==> config.mk <==
export PLATFORM = sky130hd
export DESIGN_NAME = mips_multicycle_ctrl
export DESIGN_NICKNAME = d
export VERILOG_FILES = /design/src/rtl/mips_multicycle_ctrl.sv
export SDC_FILE = /design/constraint.sdc
export NUM_CORES = 1
export LEC_CHECK = 0
export BUFFER_PORTS_ARGS = -buffer_cell sky130_fd_sc_hd__buf_2
export CORE_ASPECT_RATIO = 0.8
export CORE_MARGIN = 2
export CORE_UTILIZATION = 26
export CTS_CLUSTER_SIZE = 25
export DETAILED_ROUTE_END_ITERATION = 7
export PLACE_DENSITY = 0.52
export RECOVER_POWER = 100
export SLEW_MARGIN = 5
export SYNTH_ARGS = -nofsm -noshare
export SYNTH_HDL_FRONTEND = slang
export SYNTH_SLANG_ARGS = --single-unit
==> constraint.sdc <==
create_clock -name clk -period 5.5 [get_ports clk]
set_clock_uncertainty 0.1 [all_clocks]
set_input_delay 1.1 -clock clk [delete_from_list [all_inputs] [get_ports clk]]
set_output_delay 1.1 -clock clk [all_outputs]
set_load 0.03 [all_outputs]
==> src/rtl/mips_multicycle_ctrl.sv <==
// Multicycle MIPS control FSM: walks the shared-memory / shared-ALU datapath
// through fetch, decode, execute, memory and writeback. Supports R-type
// add/sub/and/or/slt, lw/lh/lb/sw, beq/bne, addi/andi/ori and j.
module mips_multicycle_ctrl #(
  parameter int STATE_W = 4
) (
  input  logic               clk,
  input  logic               reset,
  input  logic [5:0]         op,
  input  logic [5:0]         funct,
  input  logic               zero,
  output logic               pcen,
  output logic               iord,
  output logic               memwrite,
  output logic               irwrite,
  output logic               regdst,
  output logic               memtoreg,
  output logic               regwrite,
  output logic               alusrca,
  output logic [1:0]         alusrcb,
  output logic               zeroext,
  output logic [1:0]         pcsrc,
  output logic [2:0]         alucontrol,
  output logic               half,
  output logic               b,
  output logic               illegal,
  output logic [STATE_W-1:0] dbg_state
);

  localparam logic [5:0] OP_R    = 6'b000000;
  localparam logic [5:0] OP_LW   = 6'b100011;
  localparam logic [5:0] OP_LH   = 6'b100001;
  localparam logic [5:0] OP_LB   = 6'b100000;
  localparam logic [5:0] OP_SW   = 6'b101011;
  localparam logic [5:0] OP_BEQ  = 6'b000100;
  localparam logic [5:0] OP_BNE  = 6'b000101;
  localparam logic [5:0] OP_ADDI = 6'b001000;
  localparam logic [5:0] OP_ANDI = 6'b001100;
  localparam logic [5:0] OP_ORI  = 6'b001101;
  localparam logic [5:0] OP_J    = 6'b000010;

  localparam logic [2:0] ALU_ADD = 3'b010;
  localparam logic [2:0] ALU_SUB = 3'b110;
  localparam logic [2:0] ALU_AND = 3'b000;
  localparam logic [2:0] ALU_OR  = 3'b001;
  localparam logic [2:0] ALU_SLT = 3'b111;

  typedef enum logic [3:0] {
    FETCH   = 4'd0,
    DECODE  = 4'd1,
    MEMADR  = 4'd2,
    MEMRD   = 4'd3,
    MEMWB   = 4'd4,
    MEMWR   = 4'd5,
    RTYPEEX = 4'd6,
    RTYPEWB = 4'd7,
    BRANCH  = 4'd8,
    IMMEX   = 4'd9,
    IMMWB   = 4'd10,
    JUMP    = 4'd11
  } state_t;

  state_t     state;
  state_t     next_state;
  logic       op_known;
  logic       funct_ok;
  logic [2:0] funct_alu;
  logic [2:0] imm_alu;
  logic       pcwrite;
  logic       branch;
  logic       ne;
  logic       irwrite_reg;
  logic       memwrite_reg;
  logic       regwrite_reg;
  logic       load_half;
  logic       load_byte;

  // Decode the opcode and funct fields into legality flags and ALU operations
  always_comb begin
    op_known  = 1'b0;
    funct_ok  = 1'b1;
    funct_alu = ALU_ADD;
    imm_alu   = ALU_ADD;
    case (op)
      OP_R, OP_LW, OP_LH, OP_LB, OP_SW, OP_BEQ, OP_BNE,
      OP_ADDI, OP_ANDI, OP_ORI, OP_J: op_known = 1'b1;
      default:                        op_known = 1'b0;
    endcase
    case (funct)
      6'b100000: funct_alu = ALU_ADD;
      6'b100010: funct_alu = ALU_SUB;
      6'b100100: funct_alu = ALU_AND;
      6'b100101: funct_alu = ALU_OR;
      6'b101010: funct_alu = ALU_SLT;
      default:   funct_ok  = 1'b0;
    endcase
    case (op)
      OP_ANDI: imm_alu = ALU_AND;
      OP_ORI:  imm_alu = ALU_OR;
      default: imm_alu = ALU_ADD;
    endcase
  end

  // Next-state selection; unused encodings fall back to FETCH
  always_comb begin
    next_state = FETCH;
    case (state)
      FETCH:  next_state = DECODE;
      DECODE: begin
        case (op)
          OP_LW, OP_LH, OP_LB, OP_SW: next_state = MEMADR;
          OP_R:                       next_state = RTYPEEX;
          OP_BEQ, OP_BNE:             next_state = BRANCH;
          OP_ADDI, OP_ANDI, OP_ORI:   next_state = IMMEX;
          OP_J:                       next_state = JUMP;
          default:                    next_state = FETCH;
        endcase
      end
      MEMADR:  next_state = (op == OP_SW) ? MEMWR : MEMRD;
      MEMRD:   next_state = MEMWB;
      RTYPEEX: next_state = funct_ok ? RTYPEWB : FETCH;
      IMMEX:   next_state = IMMWB;
      default: next_state = FETCH;
    endcase
  end

  // State register with Moore outputs registered from the state being entered
  always_ff @(posedge clk or posedge reset) begin
    if (reset) begin
      state        <= FETCH;
      iord         <= 1'b0;
      irwrite_reg  <= 1'b1;
      memwrite_reg <= 1'b0;
      regdst       <= 1'b0;
      memtoreg     <= 1'b0;
      regwrite_reg <= 1'b0;
      alusrca      <= 1'b0;
      alusrcb      <= 2'b01;
      zeroext      <= 1'b0;
      pcsrc        <= 2'b00;
      alucontrol   <= ALU_ADD;
      half         <= 1'b0;
      b            <= 1'b0;
      pcwrite      <= 1'b1;
      branch       <= 1'b0;
      ne           <= 1'b0;
      load_half    <= 1'b0;
      load_byte    <= 1'b0;
    end else begin
      state        <= next_state;
      iord         <= 1'b0;
      irwrite_reg  <= 1'b0;
      memwrite_reg <= 1'b0;
      regdst       <= 1'b0;
      memtoreg     <= 1'b0;
      regwrite_reg <= 1'b0;
      alusrca      <= 1'b0;
      alusrcb      <= 2'b00;
      zeroext      <= 1'b0;
      pcsrc        <= 2'b00;
      alucontrol   <= ALU_ADD;
      half         <= 1'b0;
      b            <= 1'b0;
      pcwrite      <= 1'b0;
      branch       <= 1'b0;
      ne           <= 1'b0;
      if (state == MEMADR) begin
        load_half <= (op == OP_LH);
        load_byte <= (op == OP_LB);
      end else if (state == FETCH) begin
        load_half <= 1'b0;
        load_byte <= 1'b0;
      end
      case (next_state)
        FETCH: begin
          irwrite_reg <= 1'b1;
          alusrcb     <= 2'b01;
          pcwrite     <= 1'b1;
        end
        DECODE: alusrcb <= 2'b11;
        MEMADR: begin
          alusrca <= 1'b1;
          alusrcb <= 2'b10;
        end
        MEMRD: iord <= 1'b1;
        MEMWB: begin
          memtoreg     <= 1'b1;
          regwrite_reg <= 1'b1;
          half         <= load_half;
          b            <= load_byte;
        end
        MEMWR: begin
          iord         <= 1'b1;
          memwrite_reg <= 1'b1;
        end
        RTYPEEX: begin
          alusrca    <= 1'b1;
          alucontrol <= funct_alu;
        end
        RTYPEWB: begin
          regdst       <= 1'b1;
          regwrite_reg <= 1'b1;
        end
        BRANCH: begin
          alusrca    <= 1'b1;
          alucontrol <= ALU_SUB;
          pcsrc      <= 2'b01;
          branch     <= 1'b1;
          ne         <= (op == OP_BNE);
        end
        IMMEX: begin
          alusrca    <= 1'b1;
          alusrcb    <= 2'b10;
          alucontrol <= imm_alu;
          zeroext    <= (op == OP_ANDI) || (op == OP_ORI);
        end
        IMMWB: regwrite_reg <= 1'b1;
        JUMP: begin
          pcsrc   <= 2'b10;
          pcwrite <= 1'b1;
        end
        default: ;
      endcase
    end
  end

  // Write enables and the illegal pulse are masked by reset so they drop
  // the moment reset rises; illegal depends on the IR contents directly
  // because the IR is only loaded on the edge that enters DECODE
  always_comb begin
    irwrite  = irwrite_reg & ~reset;
    memwrite = memwrite_reg & ~reset;
    regwrite = regwrite_reg & ~reset;
    pcen     = (pcwrite | (branch & (zero ^ ne))) & ~reset;
    illegal  = ~reset & (((state == DECODE) & ~op_known) |
                         ((state == RTYPEEX) & ~funct_ok));
  end

  assign dbg_state = STATE_W'(state);

endmodule

# [Word-level counts from Yosys, hierarchy flattened]
# Cells that the tools add are included.
[totals] regBits=26 in_bits=15 wordCells=106
[op_classes] n_eq_ne=31 n_mux=27 bitwise_logic=14 reduce_logical=15
[ops] cell="$eq A6 B6 Y1 const B" n=9
[ops] cell="$pmux W4 S6" n=1
[ops] cell="$eq A4 B3 Y1 const B" n=5
[ops] cell="$eq A4 B4 Y1 const B" n=5
[ops] cell="$pmux W4 S5" n=1
[ops] cell="$eq A6 B4 Y1 const B" n=3
[ops] cell="$mux W1" n=18
[ops] cell="$eq A4 B2 Y1 const B" n=4
[ops] cell="$eq A6 B3 Y1 const B" n=2
[ops] cell="$pmux W3 S4" n=1
[ops] cell="$reduce_or A11 Y1" n=1
[ops] cell="$pmux W3 S3" n=1
[ops] cell="$and A1 B1 Y1" n=8
[ops] cell="$eq A4 B1 Y1 const B" n=2
[ops] cell="$logic_not A4 Y1" n=2
[ops] cell="$pmux W2 S2" n=2
[ops] cell="$reduce_or A2 Y1" n=4
[ops] cell="$reduce_or A4 Y1" n=2
[ops] cell="$eq A6 B2 Y1 const B" n=1
[ops] cell="$logic_not A6 Y1" n=1
[ops] cell="$mux W3" n=2
[ops] cell="$pmux W2 S3" n=1
[ops] cell="$reduce_or A3 Y1" n=2
[ops] cell="$reduce_or A5 Y1" n=1
[ops] cell="other kinds (5)" n=8

# [Logic depth before layout (Yosys ltp)]
[depth] ltp_word=8 depth_mapped=6 mapped_depth_nobuf=5

# [Least setup slack after synthesis]
# Ideal clock, no wire load.
[synth_timing] path_type="in2out" startpoint="in op[3]" endpoint="out illegal" arrival_time_ps=2099 path_slack_ps=2201 stages=5 path_cell_list="buf_4 > a21oi_1 > o2111ai_1 > o2111ai_1 > a21oi_1"
[synth_via] elab_chain_cells=7
[synth_rtl] element="start: declaration" line="9" source="input logic [5:0] op,"
[synth_rtl] element="$eq A6 B6 Y1, or another cell as far along" line="84" source="case (op)"
[synth_rtl] element="$reduce_or A11 Y1 *" line="84"
[synth_rtl] element="$mux W1 *" line="84"
[synth_rtl] element="$not A1 Y1 *" line="235" source="illegal = ~reset & (((state == DECODE) & ~op_known) |"
[synth_rtl] element="$and A1 B1 Y1 *" line="235"
[synth_rtl] element="$or A1 B1 Y1 *" line="235"
[synth_rtl] element="$and A1 B1 Y1 *" line="235"
[synth_rtl] element="end: declaration" line="26" source="output logic illegal,"
# Mark *: on every way between the ends. The rest lies on a longest branch, timed or not.

# [Final worst setup path]
# Ends and elaborated chain as after synthesis.

==> flow_results.org <==
** Clock tree
- Buffers inserted to repair hold after CTS numbered 0.
- In this run the number of H-tree levels came out at 1.
- TritonCTS built the clock tree.
- Setup repair bufs after CTS :: 0
- Buffers inserted during clock tree synthesis total 3.
- Gates resized, CTS repair :: 0
- The tree is rooted in a sky130_fd_sc_hd__clkbuf_8.
- CTS saw 25 sinks.
- The longest clock path from root to sink contains 2 buffers.
- Clock-pin slew was measured on the worst setup and hold paths at 0.09 ns.
- The later pin in the worst-skew pair is clocked with a latency of 0.28 ns.

** Synth
- Summing every instance area after synthesis gives 1270 µm².
- Basic-gate share of the synthesized area counting and, or, nand and nor cells :: 0.279
- Synth cell count leaders :: sky130_fd_sc_hd__dfrtp_1 (21), sky130_fd_sc_hd__nand2_1 (9), sky130_fd_sc_hd__nor2_1 (8), sky130_fd_sc_hd__nor3_1 (7)
- Parity-gate share of the synthesized area counting xor and xnor cells :: 0.00692
- Number of flops mapped to enable cells by yosys :: 0
- Synth Net Count :: 132
- Syn. warnings :: 0
- Cell with the most instances after synthesis :: sky130_fd_sc_hd__dfrtp_1
- Counting flops with an async set or reset pin after synthesis yields a share of 1.00.
- The share of the Yosys chip area taken by registers is 0.498.
- Of the post-synthesis cell area, the part taken by muxes is 0.0257.
- Unique masters post-synth :: 48
- Of the post-synthesis cell area, the dominant cell type holds 0.415.
- In this run, synthesis produced a sequential element count of 25.
- Summed over all instances, the cell type with the most area after synthesis is sky130_fd_sc_hd__dfrtp_1.
- The average instance in the mapped netlist occupies 10.8 µm².
- Share of synthesized cell area in full adder, half adder and majority cells :: 0
- Primary FF master, synth :: sky130_fd_sc_hd__dfrtp_1
- Synthesis produced a netlist whose cell count is 117.
- Combinational family with the most area after synthesis :: simple AND/OR/NAND/NOR gates
- In the post-synthesis netlist, the biggest area contributors are sky130_fd_sc_hd__dfrtp_1 (42%), sky130_fd_sc_hd__dfstp_2 (8.3%), sky130_fd_sc_hd__nor3_1 (2.8%).
- Compound-Gate Fraction of Synth Area :: 0.146

** STA
- Setup repair after global routing left no endpoint under its margin.
- Headroom to the max-slew limit came out at 0.404.
- For the pin with the worst max-slew slack, the measured transition is 0.894 ns.
- The number of hold violations in the final report came to 0.
- In the finished design, the share of the clock period the worst path needs comes to 0.669.
- Final setup vio count :: 0
- Final max-slew violation count :: 0
- In the final timing run, aggregate negative setup slack is 0 ns.
- Min Clock Period, post-route :: 3.68 ns
- Crit path setup slack, layout :: 1.82 ns
- Static timing analysis puts the maximum clock frequency at 272 MHz.

** Global route
- Remaining global-route overflow :: 0
- First-pass GRT wire length :: 4630 µm
- The via count of the first global-routing pass was 955.
- Antenna violations before repair :: 0
- Overall Global Routing Usage :: 0.115
- Maximum number of pins on one net before global-route repair :: 26

** Placement
- Final estimated routing congestion in global placement :: 0.872
- Pre-CTS WS :: 2.05 ns
- I/O Buffers :: 37
- Summed over all nets, the half-perimeter wirelength after detailed placement is 2290 µm.

** Layout
- Number of nets at the end of the flow :: 170
- Of the cells placed in the final design, the portion with a size suffix greater than 1 is 0.195.
- The repair_antennas step left the layout with diodes totalling 0.
- From synthesis to final layout, the design area changed by 17.9%.
- At the end of the flow the core is filled with cells to 0.323.
- The register with the most flip-flops in the layout has 4 of them.

** Power
- IR drop worst, VDD :: 136 µV
- The design draws 609 µW.
- Total leakage power :: 0.686 nW
- Power density normalized to cell area :: 408 nW/µm²

** Critical path
- Data required time of the critical path :: 4.30 ns
- Largest fanout on the critical path :: 11
- For the worst setup path, the data arrival time is 2.48 ns.
- Crit-path max cell delay :: 0.34 ns
- On the critical path, the stage with the largest delay is an instance of sky130_fd_sc_hd__clkbuf_1.
- The worst setup path is of the primary input to primary output kind.
- Endpoint kind of the worst setup timing path :: primary output
- The critical path goes through clkbuf_1 -> a21oi_1 -> o2111ai_1 -> o2111ai_1 -> a21oi_1 -> clkbuf_1.
- The worst setup path is launched from a primary input.
- Dominant delay contributor by cell family on the critical path :: compound AO/OA/AOI/OAI gates
- Worst Path Buf+Inv :: 2

** Die
- The initial utilization of the core area, before any placement, comes to 0.274.
- I/O pins :: 38
- The initialized floorplan defines 22 standard-cell rows.
- Measured along the x axis, the die boundary spans 82.0 µm.
- The total area inside the core boundary comes to 4620 µm².
- Die Area :: 5450 µm²
- The floorplan step set the die height to 66.4 µm.

** Detailed routing
- After detailed routing, the number of vias per cell comes to 4.97.
- Across all layers, the routed design uses 1063 vias.
- The first routing iteration left 52 violations.
- After detailed routing, the average wire length per cell comes to 13.9 µm.
- Remaining number of nets flagged by the antenna check after routing :: 0
- For this run, design rule violations remaining after detail routing come to 0.
- Detailed-router iteration count before antenna repair :: 4
- The routed design has 2980 µm of wire.

** Run
- The tool flagged a number of max-cap violations equal to 0.

** Worst hold path
- Hold/Removal Path Class :: register to register

** Outcome
- The run finished with clean final reports.
-- cells in the final DEF (no fill, tap or decap), types with 2 or more instances in the layout --
cell type                   count
sky130_fd_sc_hd__o2111ai_1      2
sky130_fd_sc_hd__or3_1          2
sky130_fd_sc_hd__o21ai_0        4
sky130_fd_sc_hd__nand2b_1       4
sky130_fd_sc_hd__nor2_1         8
sky130_fd_sc_hd__a211o_1        2
sky130_fd_sc_hd__inv_1          5
sky130_fd_sc_hd__nor3_1         8
sky130_fd_sc_hd__dfrtp_1       21
sky130_fd_sc_hd__dfstp_2        4
sky130_fd_sc_hd__a21oi_1        5
sky130_fd_sc_hd__clkbuf_8       3
sky130_fd_sc_hd__nand2_1        9
sky130_fd_sc_hd__nand4_1        2
sky130_fd_sc_hd__nor2b_1        5
sky130_fd_sc_hd__and4_1         2
sky130_fd_sc_hd__and2_0         2
sky130_fd_sc_hd__buf_2         11
sky130_fd_sc_hd__clkbuf_1      26
-- layout make-up --
cell class                 instances  area [µm²]
clock buffer                       3        41.3
clock inverter                     1        8.76
fill                             504        3130
inverter                           5        18.8
multi-input combinational         83         566
sequential                        25         631
tap                               60        75.1
timing repair buffer              37         153
-- stage by stage --
stage | instance area, µm² | hold slack (ns) | cells
floorplan | 1270 | 0.342 | 117
global placement | 1490 | 0.369 | 210
detailed placement | 1490 | 0.367 | 210
CTS | 1540 | 0.389 | 214
global route | 1490 | 0.410 | 214
finish | 1490 | 0.386 | 214
-- path summary, 6_finish.rpt --
check                      slack, ns    startpoint  cells after the start            end
min in group asynchronous       0.98         reset                      2        alusrca
setup reg to reg                3.27  dbg_state[3]                      5        alusrca
hold reg to reg                 0.39     load_byte                      1              b
setup / recovery                1.82         op[3]                      6        illegal
hold / removal                  0.39     load_byte                      1              b
max in group asynchronous       3.76         reset                      2  alucontrol[0]
-- kinds of logic after synthesis --
| group | Yosys count |
|---|---|
| muxes | 3 |
| xor gates and xnor gates | 1 |
| and+or+nand+nor | 57 |
| AOI/OAI and AO/OA | 22 |
| buffers and inverters | 9 |
| DFF | 25 |
-- power by group --
part	internal [mW]	switching (mW)
Clock	0.0532	0.0619
Sequential	0.223	0.0321
Combinational	0.0833	0.155
-- routing by layer --
metal | global-route usage | part of all wire
met2 | 0.162 | 0.44
met4 | 0.0583 | 0.015
met5 | 0 | 0
met1 | 0.158 | 0.48
met3 | 0.0314 | 0.068
Power figures use the tool's default switching activity.
